<file path="src/rtl/alu_pkg.sv">
// Shared definitions for the operand decode stage: opcode/condition/shift encodings,
// instruction field positions and the opcode source/destination usage decoder.
package alu_pkg;

    typedef enum logic [3:0] {
        OP_ADD  = 4'b0000,
        OP_SUB  = 4'b0001,
        OP_MUL  = 4'b0010,
        OP_OR   = 4'b0011,
        OP_AND  = 4'b0100,
        OP_XOR  = 4'b0101,
        OP_MOVI = 4'b0110,
        OP_MOV  = 4'b0111,
        OP_CMP  = 4'b1011,
        OP_LDR  = 4'b1101,
        OP_STR  = 4'b1110
    } opcode_e;

    typedef enum logic [3:0] {
        COND_EQ = 4'b0000,
        COND_NE = 4'b0001,
        COND_CS = 4'b0010,
        COND_CC = 4'b0011,
        COND_MI = 4'b0100,
        COND_PL = 4'b0101,
        COND_VS = 4'b0110,
        COND_VC = 4'b0111,
        COND_AL = 4'b1110
    } cond_e;

    typedef enum logic [2:0] {
        SR_NONE = 3'b000,
        SR_RSH  = 3'b001,
        SR_LSH  = 3'b010,
        SR_ROR  = 3'b011
    } sr_cont_e;

    localparam int COND_MSB   = 31;
    localparam int COND_LSB   = 28;
    localparam int OPC_MSB    = 27;
    localparam int OPC_LSB    = 24;
    localparam int S_BIT      = 23;
    localparam int SRC_MSB    = 22;
    localparam int SRC_LSB    = 20;
    localparam int RD_MSB     = 19;
    localparam int RD_LSB     = 16;
    localparam int RN_MSB     = 15;
    localparam int RN_LSB     = 12;
    localparam int RM_MSB     = 11;
    localparam int RM_LSB     = 8;
    localparam int SRB_MSB    = 7;
    localparam int SRB_LSB    = 3;
    localparam int IMM_MSB    = 15;
    localparam int IMM_LSB    = 0;

    typedef struct packed {
        logic legal;
        logic uses_rn;
        logic uses_rm;
        logic writes_rd;
    } op_info_t;

    function automatic op_info_t decode_op(input logic [3:0] op);
        op_info_t info;
        info = '{legal: 1'b0, uses_rn: 1'b0, uses_rm: 1'b0, writes_rd: 1'b0};
        case (op)
            OP_ADD, OP_SUB, OP_MUL, OP_OR, OP_AND, OP_XOR:
                info = '{legal: 1'b1, uses_rn: 1'b1, uses_rm: 1'b1, writes_rd: 1'b1};
            OP_MOVI:
                info = '{legal: 1'b1, uses_rn: 1'b0, uses_rm: 1'b0, writes_rd: 1'b1};
            OP_MOV, OP_LDR:
                info = '{legal: 1'b1, uses_rn: 1'b1, uses_rm: 1'b0, writes_rd: 1'b1};
            OP_CMP:
                info = '{legal: 1'b1, uses_rn: 1'b1, uses_rm: 1'b1, writes_rd: 1'b0};
            OP_STR:
                info = '{legal: 1'b1, uses_rn: 1'b1, uses_rm: 1'b0, writes_rd: 1'b0};
            default:
                info = '{legal: 1'b0, uses_rn: 1'b0, uses_rm: 1'b0, writes_rd: 1'b0};
        endcase
        return info;
    endfunction

endpackage

</file>
<file path="src/rtl/operand_decode_stage_if.sv">
// Instruction input, writeback and ALU-facing bundle signals of the operand decode stage.
// master drives instructions/writebacks/out_ready; slave is the decode stage itself.
interface operand_decode_stage_if #(
    parameter int DATA_W = 32
);
    logic              in_valid;
    logic              in_ready;
    logic [31:0]       in_instr;
    logic              wb_en;
    logic [3:0]        wb_addr;
    logic [DATA_W-1:0] wb_data;
    logic              out_valid;
    logic              out_ready;
    logic [DATA_W-1:0] out_in1;
    logic [DATA_W-1:0] out_in2;
    logic [3:0]        out_opcode;
    logic [3:0]        out_cond;
    logic              out_s;
    logic [2:0]        out_sr_cont;
    logic [4:0]        out_sr_bit;
    logic [15:0]       out_imm;
    logic [3:0]        out_rd;
    logic              out_we;
    logic              illegal;

    modport master (
        output in_valid, in_instr, wb_en, wb_addr, wb_data, out_ready,
        input  in_ready, out_valid, out_in1, out_in2, out_opcode, out_cond, out_s,
               out_sr_cont, out_sr_bit, out_imm, out_rd, out_we, illegal
    );

    modport slave (
        input  in_valid, in_instr, wb_en, wb_addr, wb_data, out_ready,
        output in_ready, out_valid, out_in1, out_in2, out_opcode, out_cond, out_s,
               out_sr_cont, out_sr_bit, out_imm, out_rd, out_we, illegal
    );
endinterface

</file>
<file path="src/rtl/reg_file.sv">
// 16-entry architectural register file: two combinational read ports, one write port,
// synchronous reset of every entry to REG_RESET_VAL.
module reg_file #(
    parameter int                DATA_W        = 32,
    parameter logic [DATA_W-1:0] REG_RESET_VAL = {DATA_W{1'b0}}
) (
    input  logic              clk,
    input  logic              rst,
    input  logic              we,
    input  logic [3:0]        waddr,
    input  logic [DATA_W-1:0] wdata,
    input  logic [3:0]        raddr_a,
    input  logic [3:0]        raddr_b,
    output logic [DATA_W-1:0] rdata_a,
    output logic [DATA_W-1:0] rdata_b
);
    logic [DATA_W-1:0] regs_r [16];

    // Register array update: reset fill, otherwise writeback.
    always_ff @(posedge clk) begin
        if (rst) begin
            for (int i = 0; i < 16; i++) begin
                regs_r[i] <= REG_RESET_VAL;
            end
        end else if (we) begin
            regs_r[waddr] <= wdata;
        end
    end

    assign rdata_a = regs_r[raddr_a];
    assign rdata_b = regs_r[raddr_b];
endmodule

</file>
<file path="src/rtl/operand_decode_stage.sv">
// Decode/operand-read stage feeding the ALU, with RAW scoreboard and registered bundle.
// Optional build macro DECODE_BYPASS_EN forwards same-cycle writeback data to the sources.
module operand_decode_stage
    import alu_pkg::*;
#(
    parameter int                DATA_W        = 32,
    parameter logic [DATA_W-1:0] REG_RESET_VAL = {DATA_W{1'b0}}
) (
    input  logic                   clk,
    input  logic                   rst,
    operand_decode_stage_if.slave  bus
);
    logic [3:0]        op_s;
    logic [3:0]        rd_s;
    logic [3:0]        rn_s;
    logic [3:0]        rm_s;
    op_info_t          info_s;
    logic              rn_hit_s;
    logic              rm_hit_s;
    logic              rn_haz_s;
    logic              rm_haz_s;
    logic              stall_s;
    logic              ready_s;
    logic              xfer_s;
    logic              issue_s;
    logic [DATA_W-1:0] rf_a_s;
    logic [DATA_W-1:0] rf_b_s;
    logic [DATA_W-1:0] opnd_a_s;
    logic [DATA_W-1:0] opnd_b_s;
    logic [15:0]       clr_mask_s;
    logic [15:0]       set_mask_s;
    logic [15:0]       pending_r;

    logic              out_valid_r;
    logic              illegal_r;
    logic [DATA_W-1:0] in1_r;
    logic [DATA_W-1:0] in2_r;
    logic [3:0]        opcode_r;
    logic [3:0]        cond_r;
    logic              s_r;
    logic [2:0]        sr_cont_r;
    logic [4:0]        sr_bit_r;
    logic [15:0]       imm_r;
    logic [3:0]        rd_r;
    logic              we_r;

    reg_file #(
        .DATA_W        (DATA_W),
        .REG_RESET_VAL (REG_RESET_VAL)
    ) u_reg_file (
        .clk     (clk),
        .rst     (rst),
        .we      (bus.wb_en),
        .waddr   (bus.wb_addr),
        .wdata   (bus.wb_data),
        .raddr_a (rn_s),
        .raddr_b (rm_s),
        .rdata_a (rf_a_s),
        .rdata_b (rf_b_s)
    );

    // Field extraction and detection of a writeback landing on a source this cycle.
    always_comb begin
        op_s     = bus.in_instr[OPC_MSB:OPC_LSB];
        rd_s     = bus.in_instr[RD_MSB:RD_LSB];
        rn_s     = bus.in_instr[RN_MSB:RN_LSB];
        rm_s     = bus.in_instr[RM_MSB:RM_LSB];
        info_s   = decode_op(op_s);
        rn_hit_s = bus.wb_en && (bus.wb_addr == rn_s);
        rm_hit_s = bus.wb_en && (bus.wb_addr == rm_s);
    end

`ifdef DECODE_BYPASS_EN
    // A source being written this cycle takes wb_data and no longer counts as pending.
    always_comb begin
        rn_haz_s = info_s.uses_rn && pending_r[rn_s] && !rn_hit_s;
        rm_haz_s = info_s.uses_rm && pending_r[rm_s] && !rm_hit_s;
        opnd_a_s = rn_hit_s ? bus.wb_data : rf_a_s;
        opnd_b_s = rm_hit_s ? bus.wb_data : rf_b_s;
    end
`else
    // Without forwarding, a source being written this cycle waits until the array holds it.
    always_comb begin
        rn_haz_s = info_s.uses_rn && (pending_r[rn_s] || rn_hit_s);
        rm_haz_s = info_s.uses_rm && (pending_r[rm_s] || rm_hit_s);
        opnd_a_s = rf_a_s;
        opnd_b_s = rf_b_s;
    end
`endif

    // Handshake: stall on hazards, accept only when the output slot frees up.
    always_comb begin
        stall_s    = bus.in_valid && info_s.legal && (rn_haz_s || rm_haz_s);
        ready_s    = !stall_s && (!out_valid_r || bus.out_ready);
        xfer_s     = bus.in_valid && ready_s;
        issue_s    = xfer_s && info_s.legal;
        clr_mask_s = bus.wb_en ? (16'h0001 << bus.wb_addr) : 16'h0000;
        set_mask_s = (issue_s && info_s.writes_rd) ? (16'h0001 << rd_s) : 16'h0000;
    end

    // Scoreboard: a new destination claim outranks a writeback release to the same register.
    always_ff @(posedge clk) begin
        if (rst) begin
            pending_r <= 16'h0000;
        end else begin
            pending_r <= (pending_r & ~clr_mask_s) | set_mask_s;
        end
    end

    // Output bundle register and illegal-opcode pulse.
    always_ff @(posedge clk) begin
        if (rst) begin
            out_valid_r <= 1'b0;
            illegal_r   <= 1'b0;
            in1_r       <= {DATA_W{1'b0}};
            in2_r       <= {DATA_W{1'b0}};
            opcode_r    <= 4'h0;
            cond_r      <= 4'h0;
            s_r         <= 1'b0;
            sr_cont_r   <= 3'b000;
            sr_bit_r    <= 5'd0;
            imm_r       <= 16'h0000;
            rd_r        <= 4'h0;
            we_r        <= 1'b0;
        end else begin
            illegal_r <= xfer_s && !info_s.legal;
            if (issue_s) begin
                out_valid_r <= 1'b1;
                in1_r       <= info_s.uses_rn ? opnd_a_s : {DATA_W{1'b0}};
                in2_r       <= info_s.uses_rm ? opnd_b_s : {DATA_W{1'b0}};
                opcode_r    <= op_s;
                cond_r      <= bus.in_instr[COND_MSB:COND_LSB];
                s_r         <= bus.in_instr[S_BIT];
                sr_cont_r   <= bus.in_instr[SRC_MSB:SRC_LSB];
                sr_bit_r    <= bus.in_instr[SRB_MSB:SRB_LSB];
                imm_r       <= bus.in_instr[IMM_MSB:IMM_LSB];
                rd_r        <= rd_s;
                we_r        <= info_s.writes_rd;
            end else if (bus.out_ready) begin
                out_valid_r <= 1'b0;
            end
        end
    end

    assign bus.in_ready    = ready_s;
    assign bus.out_valid   = out_valid_r;
    assign bus.illegal     = illegal_r;
    assign bus.out_in1     = in1_r;
    assign bus.out_in2     = in2_r;
    assign bus.out_opcode  = opcode_r;
    assign bus.out_cond    = cond_r;
    assign bus.out_s       = s_r;
    assign bus.out_sr_cont = sr_cont_r;
    assign bus.out_sr_bit  = sr_bit_r;
    assign bus.out_imm     = imm_r;
    assign bus.out_rd      = rd_r;
    assign bus.out_we      = we_r;
endmodule

</file>
<file path="src/flat_wrapper.sv">
// flat-port wrapper written by rule: the top's interface ports become plain ports
module operand_decode_stage_flat import alu_pkg::*;
#(
    parameter int                DATA_W        = 32,
    parameter logic [DATA_W-1:0] REG_RESET_VAL = {DATA_W{1'b0}}
)
  (clk, rst, bus_in_valid, bus_in_instr, bus_wb_en, bus_wb_addr, bus_wb_data, bus_out_ready, bus_in_ready, bus_out_valid, bus_out_in1, bus_out_in2, bus_out_opcode, bus_out_cond, bus_out_s, bus_out_sr_cont, bus_out_sr_bit, bus_out_imm, bus_out_rd, bus_out_we, bus_illegal);
  operand_decode_stage_if #(.DATA_W(DATA_W)) bus_i ();
  input  logic clk;
  input  logic rst;
  input wire logic [$bits(bus_i.in_valid)-1:0] bus_in_valid;
  input wire logic [$bits(bus_i.in_instr)-1:0] bus_in_instr;
  input wire logic [$bits(bus_i.wb_en)-1:0] bus_wb_en;
  input wire logic [$bits(bus_i.wb_addr)-1:0] bus_wb_addr;
  input wire logic [$bits(bus_i.wb_data)-1:0] bus_wb_data;
  input wire logic [$bits(bus_i.out_ready)-1:0] bus_out_ready;
  output wire logic [$bits(bus_i.in_ready)-1:0] bus_in_ready;
  output wire logic [$bits(bus_i.out_valid)-1:0] bus_out_valid;
  output wire logic [$bits(bus_i.out_in1)-1:0] bus_out_in1;
  output wire logic [$bits(bus_i.out_in2)-1:0] bus_out_in2;
  output wire logic [$bits(bus_i.out_opcode)-1:0] bus_out_opcode;
  output wire logic [$bits(bus_i.out_cond)-1:0] bus_out_cond;
  output wire logic [$bits(bus_i.out_s)-1:0] bus_out_s;
  output wire logic [$bits(bus_i.out_sr_cont)-1:0] bus_out_sr_cont;
  output wire logic [$bits(bus_i.out_sr_bit)-1:0] bus_out_sr_bit;
  output wire logic [$bits(bus_i.out_imm)-1:0] bus_out_imm;
  output wire logic [$bits(bus_i.out_rd)-1:0] bus_out_rd;
  output wire logic [$bits(bus_i.out_we)-1:0] bus_out_we;
  output wire logic [$bits(bus_i.illegal)-1:0] bus_illegal;
  assign bus_i.in_valid = bus_in_valid;
  assign bus_i.in_instr = bus_in_instr;
  assign bus_i.wb_en = bus_wb_en;
  assign bus_i.wb_addr = bus_wb_addr;
  assign bus_i.wb_data = bus_wb_data;
  assign bus_i.out_ready = bus_out_ready;
  assign bus_in_ready = bus_i.in_ready;
  assign bus_out_valid = bus_i.out_valid;
  assign bus_out_in1 = bus_i.out_in1;
  assign bus_out_in2 = bus_i.out_in2;
  assign bus_out_opcode = bus_i.out_opcode;
  assign bus_out_cond = bus_i.out_cond;
  assign bus_out_s = bus_i.out_s;
  assign bus_out_sr_cont = bus_i.out_sr_cont;
  assign bus_out_sr_bit = bus_i.out_sr_bit;
  assign bus_out_imm = bus_i.out_imm;
  assign bus_out_rd = bus_i.out_rd;
  assign bus_out_we = bus_i.out_we;
  assign bus_illegal = bus_i.illegal;
  operand_decode_stage #(.DATA_W(DATA_W), .REG_RESET_VAL(REG_RESET_VAL)) u_core (.clk(clk), .rst(rst), .bus(bus_i));
endmodule
</file>
<file path="config.mk">
export PLATFORM = sky130hd
export DESIGN_NAME = operand_decode_stage_flat
export DESIGN_NICKNAME = d
export VERILOG_FILES = /design/src/rtl/alu_pkg.sv /design/src/rtl/operand_decode_stage_if.sv /design/src/rtl/reg_file.sv /design/src/rtl/operand_decode_stage.sv /design/src/flat_wrapper.sv
export SDC_FILE = /design/constraint.sdc
export NUM_CORES = 1
export LEC_CHECK = 0
export BUFFER_PORTS_ARGS = -buffer_cell sky130_fd_sc_hd__buf_2
export CORE_MARGIN = 3
export CORE_UTILIZATION = 55
export DETAILED_ROUTE_END_ITERATION = 16
export PLACE_DENSITY = 0.72
export SETUP_SLACK_MARGIN = 0.15
export SLEW_MARGIN = 20
export SYNTH_ARGS = -nofsm -noshare
export SYNTH_HDL_FRONTEND = slang
export SYNTH_HIERARCHICAL = 1
export SYNTH_SLANG_ARGS = --single-unit
</file>
<file path="constraint.sdc">
create_clock -name clk -period 3.86 [get_ports clk]
set_input_delay 0.965 -clock clk [delete_from_list [all_inputs] [get_ports clk]]
set_output_delay 0.965 -clock clk [all_outputs]
set_load 0.01 [all_outputs]
</file>
-- Yosys cells after proc, flatten, opt, wreduce, memory -nomap -nowiden
Memories as Yosys holds them, arrays and structs flattened.
Cells that the tools add are included.
- flip-flop bits (word level): 120
- latch bits: 0
- RAM bits: 512
- bits in read-only memories: 64
- input bits: 73
- output and inout bits: 105
- logic and storage cells: 62
- memories: 2
- memory list (name ; depth ; bits a word ; read ports ; clocked after memory_dff ; wr ports ; line ; text):
    u_core.u_reg_file.regs_r ; 16 ; 32 ; 2 ; 0 ; 16 ; reg_file.sv:17 ; logic [DATA_W-1:0] regs_r [16];
    (no name shown) ; 16 ; 4 ; 1 ; 0 ; 0 ; alu_pkg.sv:66 ; case (op)
- $add $sub $neg: 0
- $mul: 0
- div/mod/pow operators: 0
- order comparisons: 2
- eq/ne operators: 2
- shift operators: 2
- muxes and demuxes: 18
- bitwise gates (word level): 3
- reductions and logical operators: 20
- operators with widths (operator ; number):
    2-to-1 mux 32 bit ; 3
    2-to-1 mux 16 bit ; 2
    OR reduction 32 bit ; 1
    left shift 1 x 4 -> 16 bit (first input constant) ; 2
    bitwise AND 16 bit ; 1
    NOT 16 bit ; 1
    bitwise OR 16 bit ; 1
    logical AND 1 bit ; 11
    less-than comparator 4 x 5 -> 1 bit (second input constant) ; 2
    2-to-1 mux 1 bit ; 10
    binary-select mux 1 bit (select 4 bit) ; 2
    equality test 4 bit ; 2
    logical OR 1 bit ; 4
    2-to-1 mux 4 bit ; 1
    zero test 1 bit ; 3
    nonzero test 2 bit ; 1

-- Longest topological paths before layout
- depth in word-level cells: 13
- gate-level depth with buffers: 11
- gate-level depth less buffers: 8

-- Modules after synthesis
Netlist, hierarchy kept.
- modules (own cells, without submodules) (module ; times used ; cells each ; area an instance (um^2) ; seq. area each (um^2)):
    reg_file ; 1 ; 1687 ; 26583.0 ; 15374.7
    operand_decode_stage ; 1 ; 610 ; 5211.2 ; 2302.2

-- Worst setup path before layout
OpenSTA, ideal clock, no wires.
- path type: input -> output
- from: input bus_in_instr[24]
- to: output bus_in_ready
- arrival time: 2.534 ns
- required time: 2.895 ns
- slack: 0.361 ns
- cell stages on the path: 9
- path buffers: 1
- cells stage by stage: inv_1 -> ha_1 -> nand2b_1 -> a31oi_2 -> nand4_1 -> nand3_1 -> buf_2 -> nor4_1 -> o21a_1
- word-level cells in the longest chain between the ends: 6
- elaborated cells on any way between the ends: 8
- those cells by class: reduce/logical: 7; memory: 1
- ends and longest elaborated chain (item ; line ; text):
    from (decl) ; flat_wrapper.sv:12 ; input wire logic [$bits(bus_i.in_instr)-1:0] bus_in_instr;
    memory (16 x 4 bit) * ; -- ;
    logical AND 1 bit, on equally long branches ; operand_decode_stage.sv:84, operand_decode_stage.sv:85 ;
    logical OR 1 bit ; operand_decode_stage.sv:93 ; stall_s = bus.in_valid && info_s.legal && (rn_haz_s || rm_haz_s);
    logical AND 1 bit * ; operand_decode_stage.sv:93 ;
    zero test 1 bit * ; operand_decode_stage.sv:94 ; ready_s = !stall_s && (!out_valid_r || bus.out_ready);
    logical AND 1 bit * ; operand_decode_stage.sv:94 ;
    to (decl) ; flat_wrapper.sv:17 ; output wire logic [$bits(bus_i.in_ready)-1:0] bus_in_ready;
Every way passes the cells marked *; elsewhere a longest branch is shown, timed or not.

-- Final worst setup path
Ends and elaborated chain as after synthesis.

==> flow_summary.ini <==
[logic_synthesis]
synth_area_per_cell_um2 = 13.8
synthArstFlopShare_pct = 0
ys_types = 58
synth_commonest_cells = 512 x edfxtp_1, 483 x and2_1, 256 x mux4_2
synth_cells = 2297
synth_area_um2 = 31800
synth-seq-cells = 627
ys_seq_area_share_pct = 55.6
synth_edf_count = 512
syn_nets = 2373
synth_most_common_cell = edfxtp_1
synth_top_area_share_pct = 48.4
yosys-top-cells-area = edfxtp_1 48%, mux4_2 18%, and2_1 9.5%, dfxtp_1 7.2%, a22oi_1 3.2%
synth_area_leader_cell = edfxtp_1
yosysWarnings = 6
ys.flop_type = edfxtp_1

[route]
routed_wl_um = 96500
drc = 0
antenna_left = 0
drt-pass1-iter-count = 8
drtIter0Drc = 2735
vias_per_cell = 6.83
vias = 21832
wire_per_inst_um = 30.2

[power_and_ir_drop]
combPwrFrac_pct = 12.2
internal_power_mw = 12.2
powerDensity_nw_per_um2 = 451
seqPwrFrac_pct = 48.8
peakVddDrop_v = 0.000329
power_mw = 16.1
p_leak_nw = 12.7
p_sw_share_pct = 24.6
clockPowerShare_pct = 39.0
switchingPower_mw = 3.97

[die]
die_w_um = 246
core-area_um2 = 56800
initial_core_util_pct = 56.0
die-area_um2 = 60700
pin_count = 178
die_y_um = 246
row_count = 87

[global_routing]
grt_overflow = 0
antenna_found_initial = 10
grt_pass1_wl_um = 141000
grt_usage_pct = 32.0
grt_pass1_vias = 22147
grt_max_degree = 129

[setup_path]
crit_arrival_ns = 2.66
cp.buffers_inverters = 3
path_depth = 10
required_ns = 2.89
crit_type = primary input to primary output
r2r_cells = 7
crit_chain = buf_2 > inv_1 > ha_1 > nand2b_1 > a31oi_4 > nand4_1 > nand3_4 > nor4_1 > o21a_1 > buf_2
slowest_delay_ns = 0.28
cp_slowest_cell = a31oi_4
startpoint_type = primary input
crit_family = simple AND/OR/NAND/NOR gates
critical_path.max_fanout = 5
endpoint_kind = primary output
cp_common_cell = buf_2

[final_layout]
drive_gt1_share_pct = 28.7
layout.cells.non_filler = 3196
seqCellArea_um2 = 17700
area_growth_pct = 12.6
multi_input_area_um2 = 13200
fillCellCount = 4164
final_nets = 2460
fin_util_pct = 63.0

[clocking]
root_buffer = clkbuf_16
clock-sinks = 627
clkTransAtPathRegs_ns = 0.06
cts_tree = done
postCtsSetupBuffers = 0
clock_path_buffers = 3
insertion_delay_ns = 0.60
cts_resized = 0
numCtsBuffers = 66
holdBufCountCts = 0
ctsHtreeMaxLevel = 3

[sta]
rsz0062_at_grt = no
finalHoldViolCount = 0
fmax_ghz = 0.276
relSlewSlack_pct = 34.6
timing.setup.tns_ns = 0
min_period_ns = 3.63
worstMarginPinSlew_ns = 0.981
period_share_pct = 93.9
setup_viol = 0
skew_ns = 0.0152
maxSlewViolCount = 0

[placed_design]
gp_congestion = 0.873
dp_cells = 3072
detailed_place_hpwl_um = 55500
io_buffers = 177

[run]
drv_cap = 0

[hold_path]
hold_depth = 2
hold_path_class = flip-flop to flip-flop

[run_status]
status = finished clean
## sequential cells by signal, indices dropped and copies added, names as in the netlist, 3 cells and up
register and cells:
u_core/bus.out_in1 32, u_core/bus.out_in2 32, u_core/bus.out_sr_bit 4, u_core/bus.out_sr_cont 3, u_core/bus.out_cond 4, u_core/bus.out_opcode 4, u_core/bus.out_rd 4, u_core/u_reg_file/regs_r 512
u_core/pending_r 16, u_core/bus.out_imm 12
## final cells by class
class                      count  area share, %
multi-input combinational   1424           36.9
tap                          756           2.64
sequential                   627           49.4
clock buffer                  89           5.24
clock inverter                31          0.716
inverter                       3         0.0315
antenna                        4         0.0280
timing repair buffer         262           5.08
## layout by cell type (no fill, tap or decap), types with 9 or more instances in the layout
| master | Yosys | final |
|---|---|---|
| a21oi_1 | 98 | 98 |
| a22oi_1 | 134 | 134 |
| and2_1 | 483 | 481 |
| and2_2 | 32 | 34 |
| buf_12 | 0 | 21 |
| buf_2 | 44 | 172 |
| buf_4 | 9 | 65 |
| clkbuf_1 | 169 | 11 |
| clkbuf_16 | 0 | 69 |
| clkbuf_8 | 0 | 9 |
| clkinv_1 | 1 | 11 |
| clkinv_2 | 0 | 11 |
| dfxtp_1 | 115 | 115 |
| edfxtp_1 | 512 | 512 |
| mux2i_1 | 16 | 16 |
| mux4_2 | 256 | 256 |
| nand2_1 | 71 | 71 |
| nand2b_1 | 9 | 9 |
| nand3_1 | 46 | 45 |
| nand4_1 | 34 | 34 |
| nand4b_1 | 33 | 33 |
| nor2_2 | 0 | 9 |
| o211ai_1 | 9 | 9 |
| o21ai_0 | 78 | 78 |
| o21ai_1 | 18 | 18 |
| or2_2 | 17 | 17 |
## cells by family after synthesis
kind of cell    synth area share [%]
flops                           55.6
buf+inv                         3.24
compound gates                  7.12
simple gates                    15.1
xor+xnor                       0.220
fa+ha+maj                      0.118
mux                             18.6
## power by group through the flow
stage | Clock, mW | Combinational, mW | Sequential, mW
CTS | 6.37 | 1.93 | 7.87
detailed placement | 0 | 1.92 | 8.01
global route | 6.63 | 2.06 | 7.91
finish | 6.30 | 1.96 | 7.88
global placement | 0 | 1.90 | 7.96
floorplan | 0 | 1.21 | 7.96
## worst min-delay path: cells and delay by family, from the launching register on
kind               cells  cell delay (ns)
AOI/OAI and AO/OA      2             0.12
DFF                    1             0.30
## worst paths after layout
| path | startpoint | to | slack [ns] |
|---|---|---|---|
| max | bus_in_instr[24] | bus_in_ready | 0.23 |
| min | u_core/bus.out_in2[0] | u_core/bus.out_in2[0] | 0.47 |
| max reg2reg | u_core/pending_r[2] | u_core/bus.out_in1[30] | 1.49 |
| min reg2reg | u_core/bus.out_in2[0] | u_core/bus.out_in2[0] | 0.47 |
## metal layers
layer  up-vias  global-route usage, %  wire length (um)
met2      1562                   50.5             44600
met3       282                   8.13             12300
met1     10988                   42.8             35600
met5         -                      0               158
met4         6                   12.9              3850
li1       8994                      -                 -
## stage by stage
step	hold slack (ns)	area, um2	worst slack [ns]
6_report	0.471	35800	0.235
3_3_place_gp	0.456	33700	0.270
2_1_floorplan	0.456	31800	0.361
4_1_cts	0.470	35800	0.240
5_1_grt	0.490	35800	0.170
3_5_place_dp	0.463	33700	0.252
Note: power is estimated with default switching activity, not from simulation.
